`config.mk`:
```
export PLATFORM = sky130hd
export DESIGN_NAME = alu_cmd_issue
export DESIGN_NICKNAME = d
export VERILOG_FILES = /design/src/rtl/alu_cmd_issue.sv
export SDC_FILE = /design/constraint.sdc
export NUM_CORES = 1
export LEC_CHECK = 0
export ABC_AREA = 1
export BUFFER_PORTS_ARGS = -buffer_cell sky130_fd_sc_hd__buf_2
export CAP_MARGIN = 15
export CORE_MARGIN = 2
export CORE_UTILIZATION = 46
export CTS_BUF_LIST = sky130_fd_sc_hd__clkbuf_16
export DETAILED_ROUTE_END_ITERATION = 10
export PLACE_DENSITY = 0.67
export SKIP_LAST_GASP = 1
export SYNTH_ARGS = -nofsm -noshare
export SYNTH_HDL_FRONTEND = slang
export SYNTH_SLANG_ARGS = --single-unit
export TNS_END_PERCENT = 30
```
`constraint.sdc`:
```
create_clock -name clk -period 7.2 [get_ports clk]
set_input_delay 1.08 -clock clk [delete_from_list [all_inputs] [get_ports clk]]
set_output_delay 1.08 -clock clk [all_outputs]
set_load 0.005 [all_outputs]
```
`src/rtl/alu_cmd_issue.sv`:
```
// rtl/alu_cmd_issue.sv - command FIFO and single-issue sequencer for the registered 16-bit ALU
// Optional divide-by-zero short-circuit is built when ALU_DIVZ_CHECK_EN is defined.
`timescale 1ns/1ps
module alu_cmd_issue #(
    parameter int DATA_W  = 16,
    parameter int FUN_W   = 4,
    parameter int DEPTH   = 4,
    parameter int ALU_LAT = 1
) (
    input  logic                      clk,
    input  logic                      rst,
    input  logic                      cmd_valid,
    output logic                      cmd_ready,
    input  logic [DATA_W-1:0]         cmd_a,
    input  logic [DATA_W-1:0]         cmd_b,
    input  logic [FUN_W-1:0]          cmd_fun,
    output logic [DATA_W-1:0]         alu_a,
    output logic [DATA_W-1:0]         alu_b,
    output logic [FUN_W-1:0]          alu_fun,
    input  logic [DATA_W-1:0]         alu_out,
    input  logic                      alu_arith_flag,
    input  logic                      alu_logic_flag,
    input  logic                      alu_cmp_flag,
    input  logic                      alu_shift_flag,
    output logic                      rsp_valid,
    input  logic                      rsp_ready,
    output logic [DATA_W-1:0]         rsp_data,
    output logic [3:0]                rsp_flags,
    output logic [FUN_W-1:0]          rsp_fun,
    output logic                      rsp_err,
    output logic                      busy,
    output logic [$clog2(DEPTH):0]    level
);

    localparam int AW = $clog2(DEPTH);
    localparam int LW = AW + 1;
    localparam int CW = (ALU_LAT > 1) ? $clog2(ALU_LAT) : 1;
    localparam logic [LW-1:0]    FULL_LVL = LW'(DEPTH);
    localparam logic [CW-1:0]    LAT_LAST = CW'(ALU_LAT - 1);
    localparam logic [FUN_W-1:0] FUN_NOP  = '1;

    typedef enum logic [1:0] {
        S_IDLE,
        S_EXEC,
        S_CAPT,
        S_RESP
    } state_t;

    state_t state;
    logic [CW-1:0] lat_cnt;

    logic [DATA_W-1:0] fifo_a   [DEPTH];
    logic [DATA_W-1:0] fifo_b   [DEPTH];
    logic [FUN_W-1:0]  fifo_fun [DEPTH];
    logic [AW-1:0]     wr_ptr;
    logic [AW-1:0]     rd_ptr;

    logic              push;
    logic              pop;
    logic [DATA_W-1:0] head_a;
    logic [DATA_W-1:0] head_b;
    logic [FUN_W-1:0]  head_fun;
    logic              head_divz;
    logic [3:0]        alu_flags;

    assign cmd_ready = (level != FULL_LVL);
    assign push      = cmd_valid && cmd_ready;
    assign pop       = (state == S_IDLE) && (level != '0);
    assign head_a    = fifo_a[rd_ptr];
    assign head_b    = fifo_b[rd_ptr];
    assign head_fun  = fifo_fun[rd_ptr];
    assign alu_flags = {alu_arith_flag, alu_logic_flag, alu_cmp_flag, alu_shift_flag};
    assign busy      = (state != S_IDLE);

`ifdef ALU_DIVZ_CHECK_EN
    localparam logic [FUN_W-1:0] FUN_DIV = FUN_W'(3);
    assign head_divz = (head_fun == FUN_DIV) && (head_b == '0);
`else
    assign head_divz = 1'b0;
`endif

    // Flag class the ALU is expected to raise for a given function code.
    function automatic logic [3:0] flag_class(input logic [FUN_W-1:0] f);
        logic [3:0] c;
        if (f <= FUN_W'(3))       c = 4'b1000;
        else if (f <= FUN_W'(9))  c = 4'b0100;
        else if (f <= FUN_W'(12)) c = 4'b0010;
        else if (f <= FUN_W'(14)) c = 4'b0001;
        else                      c = 4'b0000;
        return c;
    endfunction

    // Entry storage carries no reset; occupancy is tracked by the pointers and level.
    always_ff @(posedge clk) begin
        if (push) begin
            fifo_a[wr_ptr]   <= cmd_a;
            fifo_b[wr_ptr]   <= cmd_b;
            fifo_fun[wr_ptr] <= cmd_fun;
        end
    end

    always_ff @(posedge clk) begin
        if (rst) begin
            wr_ptr <= '0;
            rd_ptr <= '0;
            level  <= '0;
        end else begin
            if (push) begin
                wr_ptr <= wr_ptr + AW'(1);
            end
            if (pop) begin
                rd_ptr <= rd_ptr + AW'(1);
            end
            case ({push, pop})
                2'b10:   level <= level + LW'(1);
                2'b01:   level <= level - LW'(1);
                default: level <= level;
            endcase
        end
    end

    always_ff @(posedge clk) begin
        if (rst) begin
            state     <= S_IDLE;
            lat_cnt   <= '0;
            alu_a     <= '0;
            alu_b     <= '0;
            alu_fun   <= FUN_NOP;
            rsp_valid <= 1'b0;
            rsp_data  <= '0;
            rsp_flags <= '0;
            rsp_fun   <= '0;
            rsp_err   <= 1'b0;
        end else begin
            case (state)
                S_IDLE: begin
                    if (pop) begin
                        rsp_fun <= head_fun;
                        if (head_divz) begin
                            // Short-circuit: the ALU never sees a zero divisor.
                            rsp_data  <= '1;
                            rsp_flags <= 4'b0000;
                            rsp_err   <= 1'b1;
                            rsp_valid <= 1'b1;
                            state     <= S_RESP;
                        end else begin
                            alu_a   <= head_a;
                            alu_b   <= head_b;
                            alu_fun <= head_fun;
                            lat_cnt <= '0;
                            state   <= S_EXEC;
                        end
                    end
                end
                S_EXEC: begin
                    if (lat_cnt == LAT_LAST) begin
                        state <= S_CAPT;
                    end else begin
                        lat_cnt <= lat_cnt + CW'(1);
                    end
                end
                S_CAPT: begin
                    rsp_data  <= alu_out;
                    rsp_flags <= alu_flags;
                    rsp_err   <= (alu_flags != flag_class(rsp_fun));
                    rsp_valid <= 1'b1;
                    alu_fun   <= FUN_NOP;
                    state     <= S_RESP;
                end
                S_RESP: begin
                    if (rsp_ready) begin
                        rsp_valid <= 1'b0;
                        state     <= S_IDLE;
                    end
                end
                default: state <= S_IDLE;
            endcase
        end
    end

endmodule
```
Word-level counts from Yosys, hierarchy flattened
Memories as Yosys holds them, arrays and structs flattened. A register that Yosys moved wholly into a read port is not among the register bits.
Index checks and enable logic that the tools add are counted.
- input bits: 60
- flip-flop bits (word level): 40
- memories: 3
- RAM bits: 144
- logic and storage cells: 69
- output and inout port bits: 67
- memories (memory ; words ; width ; read ports ; clocked after memory_dff ; wr ports ; RTL line ; RTL):
    fifo_a ; 4 ; 16 ; 1 ; 1 ; 1 ; 52 ; logic [DATA_W-1:0] fifo_a [DEPTH];
    fifo_b ; 4 ; 16 ; 1 ; 1 ; 1 ; 53 ; logic [DATA_W-1:0] fifo_b [DEPTH];
    fifo_fun ; 4 ; 4 ; 1 ; 1 ; 1 ; 54 ; logic [FUN_W-1:0] fifo_fun [DEPTH];
- equal/unequal tests: 10
- add/sub/neg operators: 5
- $lt $le $gt $ge: 4
- muxes and demuxes: 22
- reduce and logical (&&, ||, !) cells: 14
- operators by type and width (cell ; number):
    2-to-1 mux 4 bit ; 4
    <= comparator 4 bit, second input constant ; 3
    2-to-1 mux 2 bit ; 6
    nonzero test 2 bit ; 5
    one-hot mux 2 bit (4 select lines) ; 1
    one-hot mux 4 bit (2 select lines) ; 1
    AND reduction 2 bit ; 4
    equality test 2 bit, second input constant ; 3
    2-to-1 mux 1 bit ; 6
    != test 2 bit, second input constant ; 3
    one-hot mux 3 bit (2 select lines) ; 1
    adder 2 x 1 -> 2 bit, second input constant ; 2
    equality test 2 x 1 -> 1 bit, second input constant ; 2
    <= comparator 4 x 2 -> 1 bit, second input constant ; 1
    != test 4 bit ; 1
    one-hot mux 1 bit (2 select lines) ; 2
    adder 3 x 1 -> 3 bit, second input constant ; 1
    2-to-1 mux 3 bit ; 1
    != test 3 bit, second input constant ; 1
    AND reduction 3 bit ; 1
    nonzero test 3 bit ; 1
    subtractor 3 x 1 -> 3 bit, second input constant ; 1
    logical AND 1 bit ; 2
    zero test 2 bit ; 1
    adder 1 bit, second input constant ; 1

Depth between registers and ports, before layout
- word-level depth: 8
- gate-level depth with buffers: 12
- gate-level depth less buffers: 11

Least setup slack after synthesis
OpenSTA, ideal clock, no wires.
- path type: in2reg
- start: input port cmd_valid
- end: memory fifo_a[0][0] (enable)
- data required time: 6771 ps
- path buffers: 0
- library setup time: 429 ps
- stages: 2
- arrival: 2774 ps
- slack: 3997 ps
- path through: nand2_1 -> nor2_1
- cells in the longest elaborated chain, start to end: 3
- ends and longest elaborated chain (element ; RTL line ; RTL):
    from (decl) ; 12 ; input logic cmd_valid,
    logical AND 1 bit ; 67 ; assign push = cmd_valid && cmd_ready;
    2-to-1 mux 1 bit ; 95 ; if (push) begin
    2-to-1 mux 1 bit (not written as such) ; 96 ; fifo_a[wr_ptr] <= cmd_a;
    to (decl) ; 52 ;
No other way between the ends.

Final worst setup path
- start: register state[0]
- end: register level[2]
- cells in the longest elaborated chain, start to end: 4
- elaborated cells between the ends (all ways): 6
- those cells by class: 2 x eq/ne; 1 x mux; 3 x reduce/logical
- ends and longest elaborated chain (element ; RTL line ; RTL):
    from (decl) ; 49 ; state_t state;
    from (signal assigned) ; 124 ; state <= S_IDLE;
    from (signal assigned) ; 145 ; state <= S_RESP;
    from (signal assigned) ; 151 ; state <= S_EXEC;
    zero test 2 bit (*) ; 68 ; assign pop = (state == S_IDLE) && (level != '0);
    logical AND 1 bit (*) ; 68 ;
    equality test 2 x 1 -> 1 bit / equality test 2 bit (equally long branches) ; 114 ; case ({push, pop})
    one-hot mux 3 bit (2 select lines) / nonzero test 2 bit (equally long branches) ; n/a ;
    to (signal assigned) ; 115 ; 2'b10: level <= level + LW'(1);
    to (signal assigned) ; 116 ; 2'b01: level <= level - LW'(1);
    to (signal assigned) ; 117 ; default: level <= level;
    to (decl) ; 32 ; output logic [$clog2(DEPTH):0] level
Every way passes the cells marked *; elsewhere a longest branch is shown, timed or not.
A chain may end at the register's enable or synchronous reset.

==> results.toml <==
[outcome]
status = "finished clean"

[detailed_routing]
drt_iter0_drc = 330
wire_per_inst_um = 15.65
vias_per_cell = 5.115
vias = 5565
wl_mm = 17.03
firstDrtPassIters = 4
antenna_left = 0
drc = 0

[power_and_ir_drop]
pwr-share-clk_pct = 26.2
comb_power_share_pct = 29.4
ir_drop_mv = 0.2587
switching_share_pct = 33.60
p_seq_share_pct = 44.4
total_leakage_power_nw = 3.807
powerDensity_nw_per_um2 = 394.5
power.internal_mw = 2.530
p_sw_mw = 1.280

[clocking]
cts_tree = "built"
cts_buffers = 22
hold_buffers = 0
clk_pin_slew_ns = 0.06
worstSkewPairLatency_ns = 0.51
htree_levels = 1
cts.path.max_buffers = 3
numClockSinks = 217
cts_resized = 0
clock-root-buffer = "clkbuf_16"
post_cts_buffers = 0

[synth]
syn-num-nets = 799
synth-edff-count = 144
synthXorXnorAreaFrac_pct = 0
synth-seq-cells = 217
synth-simple-area-share_pct = 11.66
syn_inst = 730
synth_mux_area_share_pct = 0
synth_compound_area_share_pct = 12.07
ys_top_cells_by_count = "184 x nor2_1, 144 x edfxtp_1, 96 x o21ai_0"
yosysTopAreaCell = "edfxtp_1"
yosys-top-cells-area = "edfxtp_1 53%, dfxtp_1 18%, nor2_1 8.4%"
async_reset_ff_share_pct = 0
synth_flop_cell = "edfxtp_1"
synth_top_family_by_area = "compound AO/OA/AOI/OAI gates"
yosysSeqAreaShare_pct = 70.38
synth.most_common_cell = "nor2_1"
yosys.cell_types.count = 24
synthDominantCellAreaShare_pct = 52.60
yosys.area_share.adder_pct = 1.461
synth_warnings = 0
syn-mean-instance-area_um2 = 11.26
synth_area_um2 = 8220

[sta]
rsz0062_at_grt = "false"
finalSetupTns_ns = 0
hold_viol_final = 0
maxSlewViolCount = 0
post-route-period-util_pct = 34.86
post-route-min-period_ns = 2.510
fmax_mhz = 398.4
setup_violations = 0
worstMarginPinSlew_ns = 1.089
clock_skew_ns = 0.01090
max_slew_margin_pct = 27.40

[global_route]
first_global_vias = 5168
track_usage_pct = 17.68
grt_pass1_wl_mm = 26.21
grt.overflow.total = 0
antenna_found_initial = 1
grt_max_degree = 69

[floorplan]
die_height_um = 137.7
die_area_um2 = 18960
row_count = 48
pin_count = 127
core_um2 = 17360
start_util_pct = 47.36
die_w_um = 137.7

[place]
placed_cells = 1045
globalplace.congestion = 0.7906
hpwl_mm = 9.840
io_buffers = 126

[worst_setup_path]
cp-start-kind = "flop"
cpPeakStageDelay_ns = 0.46
path_cells = "inv_1 > ha_1 > inv_1 > a31oi_4 > buf_4 > ha_1 > inv_1 > fa_1 > a21oi_1 > o21ai_0 > o21ai_0 > a21oi_1"
critical_path.slowest_cell = "buf_4"
worstPathRequired_ns = 7.59
cp_common_cell = "inv_1"
worstSetupPathType = "flop to flop"
cp_top_family = "adder cells"
crit_fanout = 46
crit_path_end_kind = "flop"
worstPathArrival_ns = 2.90
path_buf_inv = 4

[worst_hold_path]
hold_class = "flop to flop"

[job]
cap_viol_max_count = 0

[finish]
area_delta_synth_final_pct = 17.50
nNetsFinal = 916
final_cells = 1088
final_layout_size_suffix_gt1_share_pct = 20.07
-- routing by layer --
layer	vias to the layer above	routed length (um)	share of wire (%)	global-route usage (%)
met2	178	7757	46	29.22
met1	2586	7657	45	23.93
met4	0	248	1.5	3.666
li1	2780	-	-	-
met5	-	0	0	0
met3	21	1364	8.0	4.194
-- flip-flops by register name, summed over array words and instances (netlist names), 3 cells and up, named ones only --
register and cells:
level 3, alu_a 16, rsp_fun 4, fifo_b 64, rsp_flags 4, alu_fun 4, rsp_data 16, alu_b 16
fifo_a 64, fifo_fun 16
-- metrics by stage --
step	setup WS [ns]	hold slack [ns]	utilization (%)	area, um2	power [mW]
after floorplan	3.997	0.4479	-	8220	2.515
after global placement	4.319	0.4340	51.58	8952	2.818
after detailed placement	4.253	0.4412	51.58	8952	2.838
after CTS	4.678	0.4544	55.20	9582	3.845
after global routing	4.354	0.4788	55.64	9657	4.072
final	4.690	0.4527	55.65	9659	3.810
-- cells in the final DEF (no fill, tap or decap) --
master     instances
clkinv_2           2
buf_4              5
clkinv_8           1
buf_16             2
nor2_1           180
o22ai_1           32
buf_12             1
dfxtp_2            1
nand3_1           13
o21ai_1           34
nand4_1            3
clkinv_1           6
clkbuf_16         22
diode_2            1
o21ai_0           96
inv_4              1
a21oi_1           19
o21ai_2            1
fa_1               1
a31oi_4            1
ha_1               8
inv_2              5
nand3b_1           1
a22oi_1            1
dfxtp_1           72
nor2_4             4
nand2_1           47
inv_1             32
edfxtp_1         144
buf_2            126
a21oi_2            1
-- power groups by stage --
stage                     Sequential [mW]  Combinational, mW  Clock [mW]
after floorplan                      1.72              0.793           0
after global placement               1.71               1.11           0
after detailed placement             1.72               1.12           0
after CTS                            1.69               1.13        1.02
after global routing                 1.72               1.29        1.07
final                                1.69               1.12       0.999
-- final cells by class --
class	instances	area, um2
fill	1513	7697
antenna	1	2.502
tap	225	281.5
inverter	30	115.1
sequential	217	5787
clock buffer	22	550.5
clock inverter	17	78.83
timing repair buffer	134	743.2
multi-input combinational	442	2101
-- final timing paths --
check,startpoint,slack (ns),cells past startpoint,to
min reg2reg,alu_fun[0],0.45,2,alu_fun[0]
min,alu_fun[0],0.45,2,alu_fun[0]
max,state[0],4.69,12,level[2]
max reg2reg,state[0],4.69,12,level[2]
-- logic make-up (layout without fill, tap and decap cells) --
kind of cell / after synthesis / in the layout
AND/OR/NAND/NOR: 248 / 248
flip-flops: 217 / 217
other: 0 / 1
buffers and inverters: 71 / 203
AO/OA/AOI/OAI: 185 / 185
adder cells (fa/ha/maj): 9 / 9
-- worst min-delay path, stage by stage, from the launching register on --
cell	delay, ns
dfxtp_1	0.31
nand2_1	0.06
nand2_1	0.04
Note: power is estimated with default switching activity, not from simulation.
